$ cat src/rtl/spi_single_clk_pkg.sv
// Shared types and constants for the oversampled SPI mode-0 slave.
package spi_single_clk_pkg;

   localparam int unsigned BYTE_W = 8;
   localparam int unsigned CTR_W  = 6;

   typedef logic [2:0] bit_ctr_t;

   localparam bit_ctr_t         BIT_LAST      = 3'd7;
   localparam logic [BYTE_W-1:0] TX_RESET_BYTE = 8'h00;

   typedef enum logic {
      RX_ADDR = 1'b0,
      RX_DATA = 1'b1
   } rx_kind_e;

endpackage

$ cat src/rtl/spi_pad_sync.sv
// Two-flop synchronizer for one SPI pad, with edge detect against a delayed copy
// of the synchronized level.
module spi_pad_sync #(
   parameter logic RESET_VAL = 1'b0
) (
   input  logic clk_i,
   input  logic rst_n_i,
   input  logic pad_i,
   output logic sync_o,
   output logic rise_o,
   output logic fall_o
);

   logic meta_q;
   logic sync_q;
   logic prev_q;

   always_ff @(posedge clk_i or negedge rst_n_i) begin
      if (!rst_n_i) begin
         meta_q <= RESET_VAL;
         sync_q <= RESET_VAL;
         prev_q <= RESET_VAL;
      end else begin
         meta_q <= pad_i;
         sync_q <= meta_q;
         prev_q <= sync_q;
      end
   end

   assign sync_o = sync_q;
   assign rise_o = sync_q & ~prev_q;
   assign fall_o = ~sync_q & prev_q;

endmodule

$ cat src/rtl/spi_single_clk_slave.sv
// SPI mode-0 slave sampled entirely in the sys_clk domain; first byte is the address.
// Optional: define SPI_MISO_TRISTATE_EN to float miso_pad while deselected or in reset.
module spi_single_clk_slave
   import spi_single_clk_pkg::*;
#(
   parameter int unsigned BYTE_W = spi_single_clk_pkg::BYTE_W,
   parameter int unsigned CTR_W  = spi_single_clk_pkg::CTR_W
) (
   input  logic              sys_clk,
   input  logic              sys_rst_n,
   input  logic              csn_pad,
   input  logic              sck_pad,
   input  logic              mosi_pad,
   output logic              miso_pad,
   output logic              spi_dreq,
   input  logic              spi_data_written,
   input  logic [BYTE_W-1:0] spi_data_to_send,
   output logic [BYTE_W-1:0] spi_address_rx,
   output logic              spi_address_rx_valid,
   output logic [BYTE_W-1:0] spi_data_byte_rx,
   output logic              spi_data_byte_rx_valid,
   output logic              valid_read,
   output logic [CTR_W-1:0]  byte_ctr
);

   logic csn_sync;
   logic csn_rise;
   logic csn_fall;
   logic sck_sync;
   logic sck_rise;
   logic sck_fall;
   logic mosi_sync;
   logic mosi_rise;
   logic mosi_fall;
   logic unused_sync;

   spi_pad_sync #(.RESET_VAL(1'b1)) u_csn_sync (
      .clk_i   (sys_clk),
      .rst_n_i (sys_rst_n),
      .pad_i   (csn_pad),
      .sync_o  (csn_sync),
      .rise_o  (csn_rise),
      .fall_o  (csn_fall)
   );

   spi_pad_sync #(.RESET_VAL(1'b0)) u_sck_sync (
      .clk_i   (sys_clk),
      .rst_n_i (sys_rst_n),
      .pad_i   (sck_pad),
      .sync_o  (sck_sync),
      .rise_o  (sck_rise),
      .fall_o  (sck_fall)
   );

   spi_pad_sync #(.RESET_VAL(1'b0)) u_mosi_sync (
      .clk_i   (sys_clk),
      .rst_n_i (sys_rst_n),
      .pad_i   (mosi_pad),
      .sync_o  (mosi_sync),
      .rise_o  (mosi_rise),
      .fall_o  (mosi_fall)
   );

   assign unused_sync = ^{csn_rise, sck_sync, mosi_rise, mosi_fall};

   bit_ctr_t          bit_cnt_q,     bit_cnt_d;
   logic              byte_done_q,   byte_done_d;
   logic [BYTE_W-1:0] rx_shift_q,    rx_shift_d;
   logic [BYTE_W-1:0] tx_shift_q,    tx_shift_d;
   logic [BYTE_W-1:0] tx_buf_q,      tx_buf_d;
   logic [BYTE_W-1:0] addr_q,        addr_d;
   logic              addr_valid_q,  addr_valid_d;
   logic [BYTE_W-1:0] data_q,        data_d;
   logic              data_valid_q,  data_valid_d;
   logic              valid_read_q,  valid_read_d;
   logic [CTR_W-1:0]  byte_ctr_q,    byte_ctr_d;
   logic              dreq_q,        dreq_d;
   rx_kind_e          rx_kind;

   always_ff @(posedge sys_clk or negedge sys_rst_n) begin
      if (!sys_rst_n) begin
         bit_cnt_q    <= '0;
         byte_done_q  <= 1'b0;
         rx_shift_q   <= '0;
         tx_shift_q   <= '0;
         tx_buf_q     <= BYTE_W'(TX_RESET_BYTE);
         addr_q       <= '0;
         addr_valid_q <= 1'b0;
         data_q       <= '0;
         data_valid_q <= 1'b0;
         valid_read_q <= 1'b0;
         byte_ctr_q   <= '0;
         dreq_q       <= 1'b0;
      end else begin
         bit_cnt_q    <= bit_cnt_d;
         byte_done_q  <= byte_done_d;
         rx_shift_q   <= rx_shift_d;
         tx_shift_q   <= tx_shift_d;
         tx_buf_q     <= tx_buf_d;
         addr_q       <= addr_d;
         addr_valid_q <= addr_valid_d;
         data_q       <= data_d;
         data_valid_q <= data_valid_d;
         valid_read_q <= valid_read_d;
         byte_ctr_q   <= byte_ctr_d;
         dreq_q       <= dreq_d;
      end
   end

   always_comb begin
      rx_kind = (byte_ctr_q == '0) ? RX_ADDR : RX_DATA;
   end

   // The 3-bit counter wraps to 0 on the eighth rise; the completed byte is
   // committed one cycle later from byte_done_q, once rx_shift_q holds it.
   always_comb begin
      bit_cnt_d    = bit_cnt_q;
      byte_done_d  = 1'b0;
      rx_shift_d   = rx_shift_q;
      tx_shift_d   = tx_shift_q;
      tx_buf_d     = spi_data_written ? spi_data_to_send : tx_buf_q;
      addr_d       = addr_q;
      addr_valid_d = addr_valid_q;
      data_d       = data_q;
      data_valid_d = 1'b0;
      valid_read_d = valid_read_q;
      byte_ctr_d   = byte_ctr_q;
      dreq_d       = 1'b0;

      if (csn_sync) begin
         bit_cnt_d    = '0;
         byte_ctr_d   = '0;
         valid_read_d = 1'b0;
         addr_valid_d = 1'b0;
      end else begin
         if (csn_fall) begin
            valid_read_d = 1'b1;
            tx_shift_d   = tx_buf_q;
         end

         if (sck_rise) begin
            rx_shift_d  = {rx_shift_q[BYTE_W-2:0], mosi_sync};
            bit_cnt_d   = bit_cnt_q + 3'd1;
            byte_done_d = (bit_cnt_q == BIT_LAST);
            if (bit_cnt_q == '0) begin
               valid_read_d = 1'b0;
               dreq_d       = 1'b1;
            end
         end

         if (sck_fall && (bit_cnt_q != '0)) begin
            tx_shift_d = {tx_shift_q[BYTE_W-2:0], 1'b0};
         end

         // Loading from tx_buf_q (not tx_buf_d) makes a coincident strobe land one byte later.
         if (byte_done_q) begin
            unique case (rx_kind)
               RX_ADDR: begin
                  addr_d       = rx_shift_q;
                  addr_valid_d = 1'b1;
               end
               RX_DATA: begin
                  data_d       = rx_shift_q;
                  data_valid_d = 1'b1;
               end
               default: ;
            endcase
            if (byte_ctr_q != '1) begin
               byte_ctr_d = byte_ctr_q + 1'b1;
            end
            if (!sck_rise) begin
               bit_cnt_d = '0;
            end
            valid_read_d = 1'b1;
            tx_shift_d   = tx_buf_q;
         end
      end
   end

   assign spi_dreq               = dreq_q;
   assign spi_address_rx         = addr_q;
   assign spi_address_rx_valid   = addr_valid_q;
   assign spi_data_byte_rx       = data_q;
   assign spi_data_byte_rx_valid = data_valid_q;
   assign valid_read             = valid_read_q;
   assign byte_ctr               = byte_ctr_q;

`ifdef SPI_MISO_TRISTATE_EN
   assign miso_pad = (!sys_rst_n || csn_sync) ? 1'bz : tx_shift_q[BYTE_W-1];
`else
   assign miso_pad = csn_sync ? 1'b0 : tx_shift_q[BYTE_W-1];
`endif

endmodule

$ cat config.mk
export PLATFORM = sky130hd
export DESIGN_NAME = spi_single_clk_slave
export DESIGN_NICKNAME = d
export VERILOG_FILES = /design/src/rtl/spi_single_clk_pkg.sv /design/src/rtl/spi_pad_sync.sv /design/src/rtl/spi_single_clk_slave.sv
export SDC_FILE = /design/constraint.sdc
export NUM_CORES = 1
export LEC_CHECK = 0
export ABC_AREA = 0
export BUFFER_PORTS_ARGS = -buffer_cell sky130_fd_sc_hd__buf_2
export CELL_PAD_IN_SITES_DETAIL_PLACEMENT = 0
export CELL_PAD_IN_SITES_GLOBAL_PLACEMENT = 2
export CORE_MARGIN = 4
export CORE_UTILIZATION = 25
export DETAILED_ROUTE_END_ITERATION = 16
export GPL_TIMING_DRIVEN = 0
export PLACE_DENSITY = 0.52
export SETUP_SLACK_MARGIN = 0.2
export SYNTH_ARGS = -nofsm -noshare
export SYNTH_HDL_FRONTEND = slang
export SYNTH_HIERARCHICAL = 1
export SYNTH_SLANG_ARGS = --single-unit
$ cat constraint.sdc
create_clock -name sys_clk -period 2.05 [get_ports sys_clk]
set_input_delay 0.1025 -clock sys_clk [delete_from_list [all_inputs] [get_ports sys_clk]]
set_output_delay 0.1025 -clock sys_clk [all_outputs]
set_load 0.01 [all_outputs]
==> summary.md, run 1 <==
| Metric | Value |
|---|---|
| Outcome | finished, final reports clean |
| Slowest stage cell on the critical path | mux2_2 |
| Max-Cap Viols | 0 |
| Die area | 0.01183 mm2 |
| Starting Density | 25.85% |
| Drt total wl | 5.133 mm |
| Hold WC Path Type | in -> reg |
| CP max stage delay | ~0.38 ns |
| CTS Sinks | 62 |
| Share of layout cells above drive strength 1 | 48.78% |
| CTS buffer count | 9 |
| Worst-Margin Slew | just over 0.8 ns |
| CTS tree | yes |
| Die Y | 108.8 um |
| Synthesized net count | between 150 and 200 |
| Std-Cell Rows | 36 |
| CTS H-tree depth | 3 |
| Area growth syn-to-layout | 27.65% |
| Initial drt markers | between 50 and 60 |
| Syn Std Cell Area | 0.002539 mm2 |
| Rel. slew slack | 45.98% |
| Max clock buf depth | 2 |
| Pleak | 1.576 nW |
| DP Area | a little under 0.003 mm2 |
| Final Slew Violations | 0 |
| Final HPWL DP | 3.287 mm |
| Post-DRT Antenna Nets | 0 |
| DRT Pass-1 Iters | 4 |
| # diodes | 0 |
| Worst Setup End Kind | flip-flop |
| Total global routing overflow | 0 |
| IO Count | between 40 and 50 |
| Fin crit period | about 1.7 ns |
| Fmax | 575.8 MHz |
| Hold_sp | spi_data_written |
| WL/cell | 13.54 um |
| Fin area | 0.003241 mm2 |
| Skew final | roughly 0.013 ns |
| Unrepaired setup endpoints after global routing | no |
| DR vias | 1593 |
| Clk root buf | clkbuf_8 |
| Yosys Warn Count | 6 |
| Setup ws final | 0.3132 ns |
| Crit. Startpoint | bit_cnt_q[0]$_DFF_PN0_ |
| Setup TNS | 0 ns |
| Power Dens Cells | 851.6 mW/mm2 |
| # port buffers | 39 |
| Crit path cell chain | inv_1, ha_1, nand2b_1, a211oi_2, nor2_2, mux2_2 |
| Final Cycle Share | 84.72% |
| Peak VDD IR | 0.3869 mV |
| Die Width | 108.8 um |
| Critical Path Fanout Max | 7 |
| CP top delay family | simple AND/OR/NAND/NOR gates |
| Crit path arrival time | 1.95 ns |
| CP bufs+invs | 1 |
| Crit path kind | reg -> reg |
| Critical Path Source Type | flip-flop |
| Vias in the first global route | 1687 |
| Post-Syn Instances | between 150 and 200 |
| Global Route Usage Sum | 9.634% |
| Placer Congestion | 0.6682 |
| Core area | 0.009819 mm2 |
| Synthesized area per cell | 14.26 um2 |
| Largest net degree at the start of global routing | 63 |
| Post-place setup slack | ~0.17 ns |
| First-pass GRT wire length | 8.694 mm |
| DR DRC count | 0 |
| Final net count | 261 |
| Worst-path clk slew | 0.07 ns |
| Final hold vios | 0 |
| Required @ worst endpoint | 2.27 ns |
| Worst-skew pair later-pin latency | 0.34 ns |
| RR Startpoint | bit_cnt_q[0]$_DFF_PN0_ |
| Vias per cell | 4.203 |
| Initial antenna violation count | 0 |
| Final setup violation count | 0 |
power breakdown:
group / switching, W / internal (W)
combinational: 0.000101 / 0.000156
clock: 0.000492 / 0.000557
sequential: 0.0000917 / 0.00136
total: 0.000685 / 0.00207
area by class of cell:
cell class	instances	area, um2
Fill cell	1044	6579
Sequential cell	62	1555
Multi-Input combinational cell	103	932.1
Timing Repair Buffer	52	337.8
Tap cell	133	166.4
Clock buffer	10	127.6
Clock inverter	6	62.56
Inverter	9	33.78
Buffer	4	25.02
stage by stage:
step / total power (W) / util, % / hold slack (ns) / std cells
floorplan: 0.001622 / - / -0.1931 / 178
global placement: 0.001719 / 29.54 / 0.2110 / 350
detailed placement: 0.001722 / 29.56 / 0.2104 / 350
CTS: 0.002818 / 32.77 / 0.2870 / 378
global route: 0.002915 / 33.00 / 0.3159 / 379
finish: 0.002760 / 33.00 / 0.2842 / 379
worst paths after layout:
path / end / slack (ns) / depth (start not counted)
worst max register to register: tx_shift_q[7]$_DFFE_PN0P_ / 0.31 / 6
min in group asynchronous: valid_read$_DFF_PN0_ / 0.40 / 2
worst min-delay path: tx_buf_q[5]$_DFFE_PN0P_ / 0.28 / 2
max in group asynchronous: rx_shift_q[2]$_DFFE_PN0P_ / 1.12 / 2
worst min register to register: u_mosi_sync/sync_o$_DFF_PN0_ / 0.35 / 0
worst max-delay path: tx_shift_q[7]$_DFFE_PN0P_ / 0.31 / 6
timing repair:
action	in CTS	in global routing
pin swaps	0	1
hold buffers	12	0
setup buffers	0	1
endpoints found under the hold margin	70	0
gates resized for setup	1	1
endpoints found under the setup margin	8	10
per-layer routing:
metal | global-route usage [%] | up-vias | share of wire, %
met5 | 0 | - | 0
met4 | 2.976 | 0 | 1.2
met3 | 4.026 | 5 | 3.9
met2 | 14.56 | 28 | 47
met1 | 12.56 | 799 | 48
li1 | - | 761 | -
sequential cells by signal, indices dropped and copies added, names as in the netlist, 3 cells and up:
register / flops
tx_shift_q: 8
tx_buf_q: 8
bit_cnt_q: 3
byte_ctr: 6
spi_data_byte_rx: 8
spi_address_rx: 8
rx_shift_q: 8
cell usage in the layout (no fill, tap or decap), types with 2 or more instances in the layout:
master,count
nor2b_1,2
clkbuf_8,9
dlygate4sd3_1,12
and2b_2,2
mux2_2,47
nand3_2,2
dfstp_2,3
and3_1,3
inv_1,8
nor3_1,5
dfrtp_1,59
a21oi_1,6
clkbuf_1,2
a211oi_1,2
clkinv_2,2
ha_1,6
nor2_4,2
clkinvlp_4,3
nand2_1,2
buf_2,39
nor2_1,7
No activity file was read; power rests on OpenSTA's default activity.
==> run 2: changes to the inputs <==
clock period = 1.7 ns   (was 2.05 ns; I/O delays follow)
==> summary.md, run 2 (synthesis gave the netlist of run 1 again) <==
| Metric | Value |
|---|---|
| Outcome | finished, final reports clean |
| Worst-Margin Slew | a little over 0.8 ns |
| Initial drt markers | 35 |
| Fmax | 633.0 MHz |
| Share of layout cells above drive strength 1 | 56.49% |
| Crit path kind | reg -> reg |
| Pleak | 1.727 nW |
| Required @ worst endpoint | ~1.9 ns |
| Post-Layout Cell Count | 395 |
| Placer Congestion | 0.6984 |
| Final cell utilization of the core | a little over a third |
| DRT Pass-1 Iters | 4 |
| Critical Path Source Type | flip-flop |
| Starting Density | between 20 and 30% |
| CTS Sinks | 62 |
| Most frequent cells in the layout | dfrtp_1, buf_2, mux2_2 |
| Skew final | 0.01068 ns |
| Critical Path Fanout Max | 7 |
| Post-DRT Antenna Nets | 0 |
| Placed cells | 350 |
| Drt total wl | 5.531 mm |
| Initial antenna violation count | 0 |
| Fillers | 1021 |
| Std-Cell Rows | 36 |
| Worst-skew pair later-pin latency | 0.34 ns |
| CTS tree | yes |
| Worst Setup End Kind | flip-flop |
| Worst-path clk slew | 0.08 ns |
| Setup crit end | tx_shift_q[3]$_DFFE_PN0P_ |
| RR Startpoint | u_csn_sync/sync_o$_DFF_PN1_ |
| IO Count | 41 |
| Vias in the first global route | 1778 |
| Die Y | 108.8 um |
| CTS H-tree depth | 3 |
| Final Cycle Share | 92.93% |
| Max-Cap Viols | 0 |
| Final hold vios | 0 |
| Most common cell after layout, fill and taps aside | dfrtp_1 |
| R2R Setup Slk | 0.12 ns |
| CTS buffer count | 9 |
| R2r worst-path depth | 4 |
| Crit. Startpoint | u_csn_sync/sync_o$_DFF_PN1_ |
| Rel. slew slack | 46.27% |
| Setup ws final | 0.1201 ns |
| DR DRC count | 0 |
| Die area | 0.01183 mm2 |
| Unrepaired setup endpoints after global routing | yes |
| Largest net degree at the start of global routing | 63 |
| Core area | 0.009819 mm2 |
| First-pass GRT wire length | approximately 9.2 mm |
| Power Dens Cells | 977.4 mW/mm2 |
| # diodes | 0 |
| DR vias | 1623 |
| Hold WC Path Type | in -> reg |
| Post-place setup slack | -0.1594 ns |
| Clk root buf | clkbuf_8 |
| Final Slew Violations | 0 |
| Area growth syn-to-layout | 40.61% |
| Final net count | about 280 |
| Global Route Usage Sum | around a tenth |
| # port buffers | 39 |
| Die Width | 108.8 um |
| RR Endpoint | tx_shift_q[3]$_DFFE_PN0P_ |
| Total global routing overflow | 0 |
| Vias per cell | 4.109 |
| Peak VDD IR | 0.4075 mV |
| Final setup violation count | 0 |
| WL/cell | 14.00 um |
| Crit path arrival time | 1.80 ns |
| Final HPWL DP | 3.344 mm |
| Fin crit period | 1.580 ns |
| Max clock buf depth | 2 |
-- run 2: cell types whose count changed in the layout (fill, tap and decap cells not counted), sizes merged --
cell    previous run  this run
nor2              10        11
nand3              3         4
clkinv             2         1
clkbuf            12        11
buf               42        57
inv                9        10
-- run 2: per-stage QoR --
| step | instance area, um2 | TNS (ns) | hold slack (ns) | power [W] |
|---|---|---|---|---|
| finish | 3570 | 0 | 0.2624 | 0.003489 |
| global route | 3570 | 0 | 0.2708 | 0.003695 |
| CTS | 3487 | 0 | 0.2647 | 0.003539 |
| detailed placement | 2937 | -1.396 | 0.1936 | 0.002096 |
| global placement | 2934 | -1.728 | 0.1932 | 0.002091 |
| floorplan | 2572 | 0 | -0.2106 | 0.001972 |
-- run 2: cell type report --
class | instances | area, um2 | share of cell area (%)
inverter | 9 | 36.28 | 1.016
sequential | 62 | 1556 | 43.60
multi-input combinational | 105 | 1097 | 30.74
timing repair buffer | 66 | 470.5 | 13.18
clock inverter | 6 | 70.07 | 1.963
buffer | 4 | 35.03 | 0.9814
clock buffer | 10 | 137.6 | 3.856
tap | 133 | 166.4 | 4.662
-- run 2: what timing repair did --
item,4_1_cts,5_1_grt
buffers inserted,12,3
setup endpoints to repair,34,36
hold endpoints to repair,70,0
hold buffers,12,0
cloned,1,1
pin swaps,7,5
gates resized for setup,29,12
-- run 2: critical path, stage by stage, from the launching register on --
cell and delay, ns:
dfstp_2 0.56, and2b_2 0.25, a211oi_4 0.23, nor2_4 0.11
mux2_4 0.31
-- run 2: power breakdown --
| group | leakage [nW] | switching, W | internal (W) |
|---|---|---|---|
| sequential | 0.795 | 0.000121 | 0.00164 |
| clock | 0.0951 | 0.000621 | 0.000724 |
| combinational | 0.837 | 0.000141 | 0.000241 |
| total | 1.73 | 0.000883 | 0.00261 |
-- run 2: how the worst min path moves through the flow --
stage / from / to / slack [ns] / cells after the start
2_1_floorplan: sys_rst_n / bit_cnt_q[0]$_DFF_PN0_ / -0.21 / 0
4_1_cts: spi_data_written / tx_buf_q[5]$_DFFE_PN0P_ / 0.26 / 2
5_1_grt: spi_data_written / tx_buf_q[6]$_DFFE_PN0P_ / 0.27 / 2
3_5_place_dp: csn_pad / u_csn_sync/meta_q$_DFF_PN1_ / 0.19 / 1
3_3_place_gp: mosi_pad / u_mosi_sync/meta_q$_DFF_PN0_ / 0.19 / 1
6_report: spi_data_written / tx_buf_q[5]$_DFFE_PN0P_ / 0.26 / 2
-- run 2: routing by layer --
layer | track usage (%) | vias to the layer above | part of all wire [%]
met3 | 4.204 | 7 | 3.7
li1 | - | 790 | -
met1 | 13.35 | 801 | 50
met5 | 0 | - | 0
met2 | 15.71 | 25 | 46
met4 | 2.976 | 0 | 1.1
==> run 3: changes to the inputs <==
SETUP_SLACK_MARGIN = 0.1   (was 0.2)
==> summary.md, run 3 (synthesis gave the netlist of run 1 again) <==
| Metric | Value |
|---|---|
| R2r worst-path depth | 6 |
| Initial antenna violation count | 0 |
| Setup ws final | 0.1421 ns |
| Final hold vios | 0 |
| Most common cell after layout, fill and taps aside | dfrtp_1 |
| Drt total wl | 5.370 mm |
| Worst-skew pair later-pin latency | 0.34 ns |
| Starting Density | 25.85% |
| Final Slew Violations | 0 |
| WL/cell | approximately 14 um |
| Required @ worst endpoint | 1.92 ns |
| Power Dens Cells | between 900 and 1000 mW/mm2 |
| Initial drt markers | 42 |
| Skew final | 0.01046 ns |
| Fin crit period | roughly 1.6 ns |
| Global Route Usage Sum | under 10% |
| GR Util met3 | 4.026% |
| Worst-Margin Slew | 0.8173 ns |
| Vias in the first global route | 1698 |
| Critical Path Fanout Max | 8 |
| Final Cycle Share | 91.64% |
| Vias per cell | between 4 and 5 |
| CTS H-tree depth | 3 |
| # port buffers | 39 |
| Post-DRT Antenna Nets | 0 |
| Layer with the highest usage | met2 |
| DRT Pass-1 Iters | 4 |
| Worst hold path cell count | 2 |
| Max clock buf depth | 2 |
| Die area | ~0.012 mm2 |
| Rel. slew slack | 45.51% |
| DR vias | ~1.6k |
| Final HPWL DP | 3.287 mm |
| Worst-path clk slew | 0.07 ns |
| Total global routing overflow | 0 |
| Largest net degree at the start of global routing | 63 |
| Fillers | 1030 |
| Multi-input gate area | 0.001035 mm2 |
| Max-Cap Viols | 0 |
| Crit path arrival time | 1.78 ns |
| CTS buffer count | 9 |
| Seq. cell area | 0.001556 mm2 |
| Most frequent cells in the layout | dfrtp_1, mux2_2, buf_2 |
| Area growth syn-to-layout | 35.44% |
| Hold Slack | 0.2645 ns |
| Hold WC Path Type | in -> reg |
| Fmax | ~640 MHz |
| M2 GR Usage | approximately 14% |
| Post-place setup slack | -0.1814 ns |
| Grt met1 use | a little over an eighth |
| Peak VDD IR | 0.3804 mV |
| Pleak | 1.676 nW |
| CTS Sinks | a little over 60 |
| Placer Congestion | 0.6682 |
| Core area | around 0.0098 mm2 |
| Crit path kind | reg -> reg |
| # diodes | 0 |
| DR DRC count | 0 |
| Share of layout cells above drive strength 1 | 55.21% |
| Critical Path Source Type | flip-flop |
| Final net count | 274 |
| Std-Cell Rows | 36 |
| Outcome | finished, final reports clean |
| IO Count | 41 |
| CTS tree | yes |
| Die Y | approximately 110 um |
| Worst Setup End Kind | flip-flop |
| Final cell utilization of the core | 35.02% |
| Die Width | 108.8 um |
| Unrepaired setup endpoints after global routing | yes |
| First-pass GRT wire length | 8.935 mm |
| Clk root buf | clkbuf_8 |
| Final setup violation count | 0 |
run 3: cell types whose count changed in the layout (fill, tap and decap cells not counted), sizes merged:
| cell | change |
|---|---|
| nand3 | -1 |
| inv | -1 |
| buf | -2 |
| clkinv | +1 |
run 3: what timing repair did:
action | CTS | global route
resized for setup | 16 | 17
setup buffers | 3 | 10
hold buffers | 12 | 0
endpoints found under the hold margin | 70 | 0
endpoints found under the setup margin | 32 | 32
pin swaps | 6 | 5
gates cloned | 1 | 0
run 3: power breakdown:
part	internal [W]	total, W	switching (W)
registers	0.00164	0.00176	0.000116
clock network	0.000672	0.00127	0.000600
logic	0.000211	0.000343	0.000132
run 3: area by class of cell:
cell class	instances	area share, %
Multi-Input combinational cell	104	30.09
Clock inverter	6	1.820
Tap cell	133	4.840
Buffer	4	0.9098
Sequential cell	62	45.27
Inverter	9	1.055
Clock buffer	10	3.712
Timing Repair Buffer	64	12.30
run 3: metrics by stage:
step,instances,setup TNS [ns],area [um2],total power (W)
after floorplan,178,0,2539,0.001956
after global placement,350,-1.962,2900,0.002073
after detailed placement,350,-1.871,2903,0.002077
after CTS,382,0,3316,0.003419
after global routing,392,0,3438,0.003557
final,392,0,3438,0.003372
run 3: worst paths after layout:
kind                                                    from                            to  slack (ns)
worst min-delay path                        spi_data_written       tx_buf_q[5]$_DFFE_PN0P_        0.26
min in group asynchronous                          sys_rst_n       tx_buf_q[0]$_DFFE_PN0P_        0.39
max in group asynchronous                          sys_rst_n       byte_ctr[2]$_DFFE_PN0P_        0.75
worst max register to register        bit_cnt_q[1]$_DFF_PN0_     tx_shift_q[1]$_DFFE_PN0P_        0.14
worst min register to register  u_mosi_sync/meta_q$_DFF_PN0_  u_mosi_sync/sync_o$_DFF_PN0_        0.36
worst max-delay path                  bit_cnt_q[1]$_DFF_PN0_     tx_shift_q[1]$_DFFE_PN0P_        0.14
run 3: worst max-delay path: stages, from the launching register on:
cell      delay (ns)
dfrtp_1         0.41
inv_2           0.08
ha_4            0.14
nand2b_4        0.08
nand3_4         0.13
mux2_2          0.35
mux2_2          0.26
run 3: metal layers:
layer / vias up / wire length [um]
met1: 824 / 2650
met2: 28 / 2451
li1: 787 / -
met5: - / 0
met3: 5 / 202
met4: 0 / 66
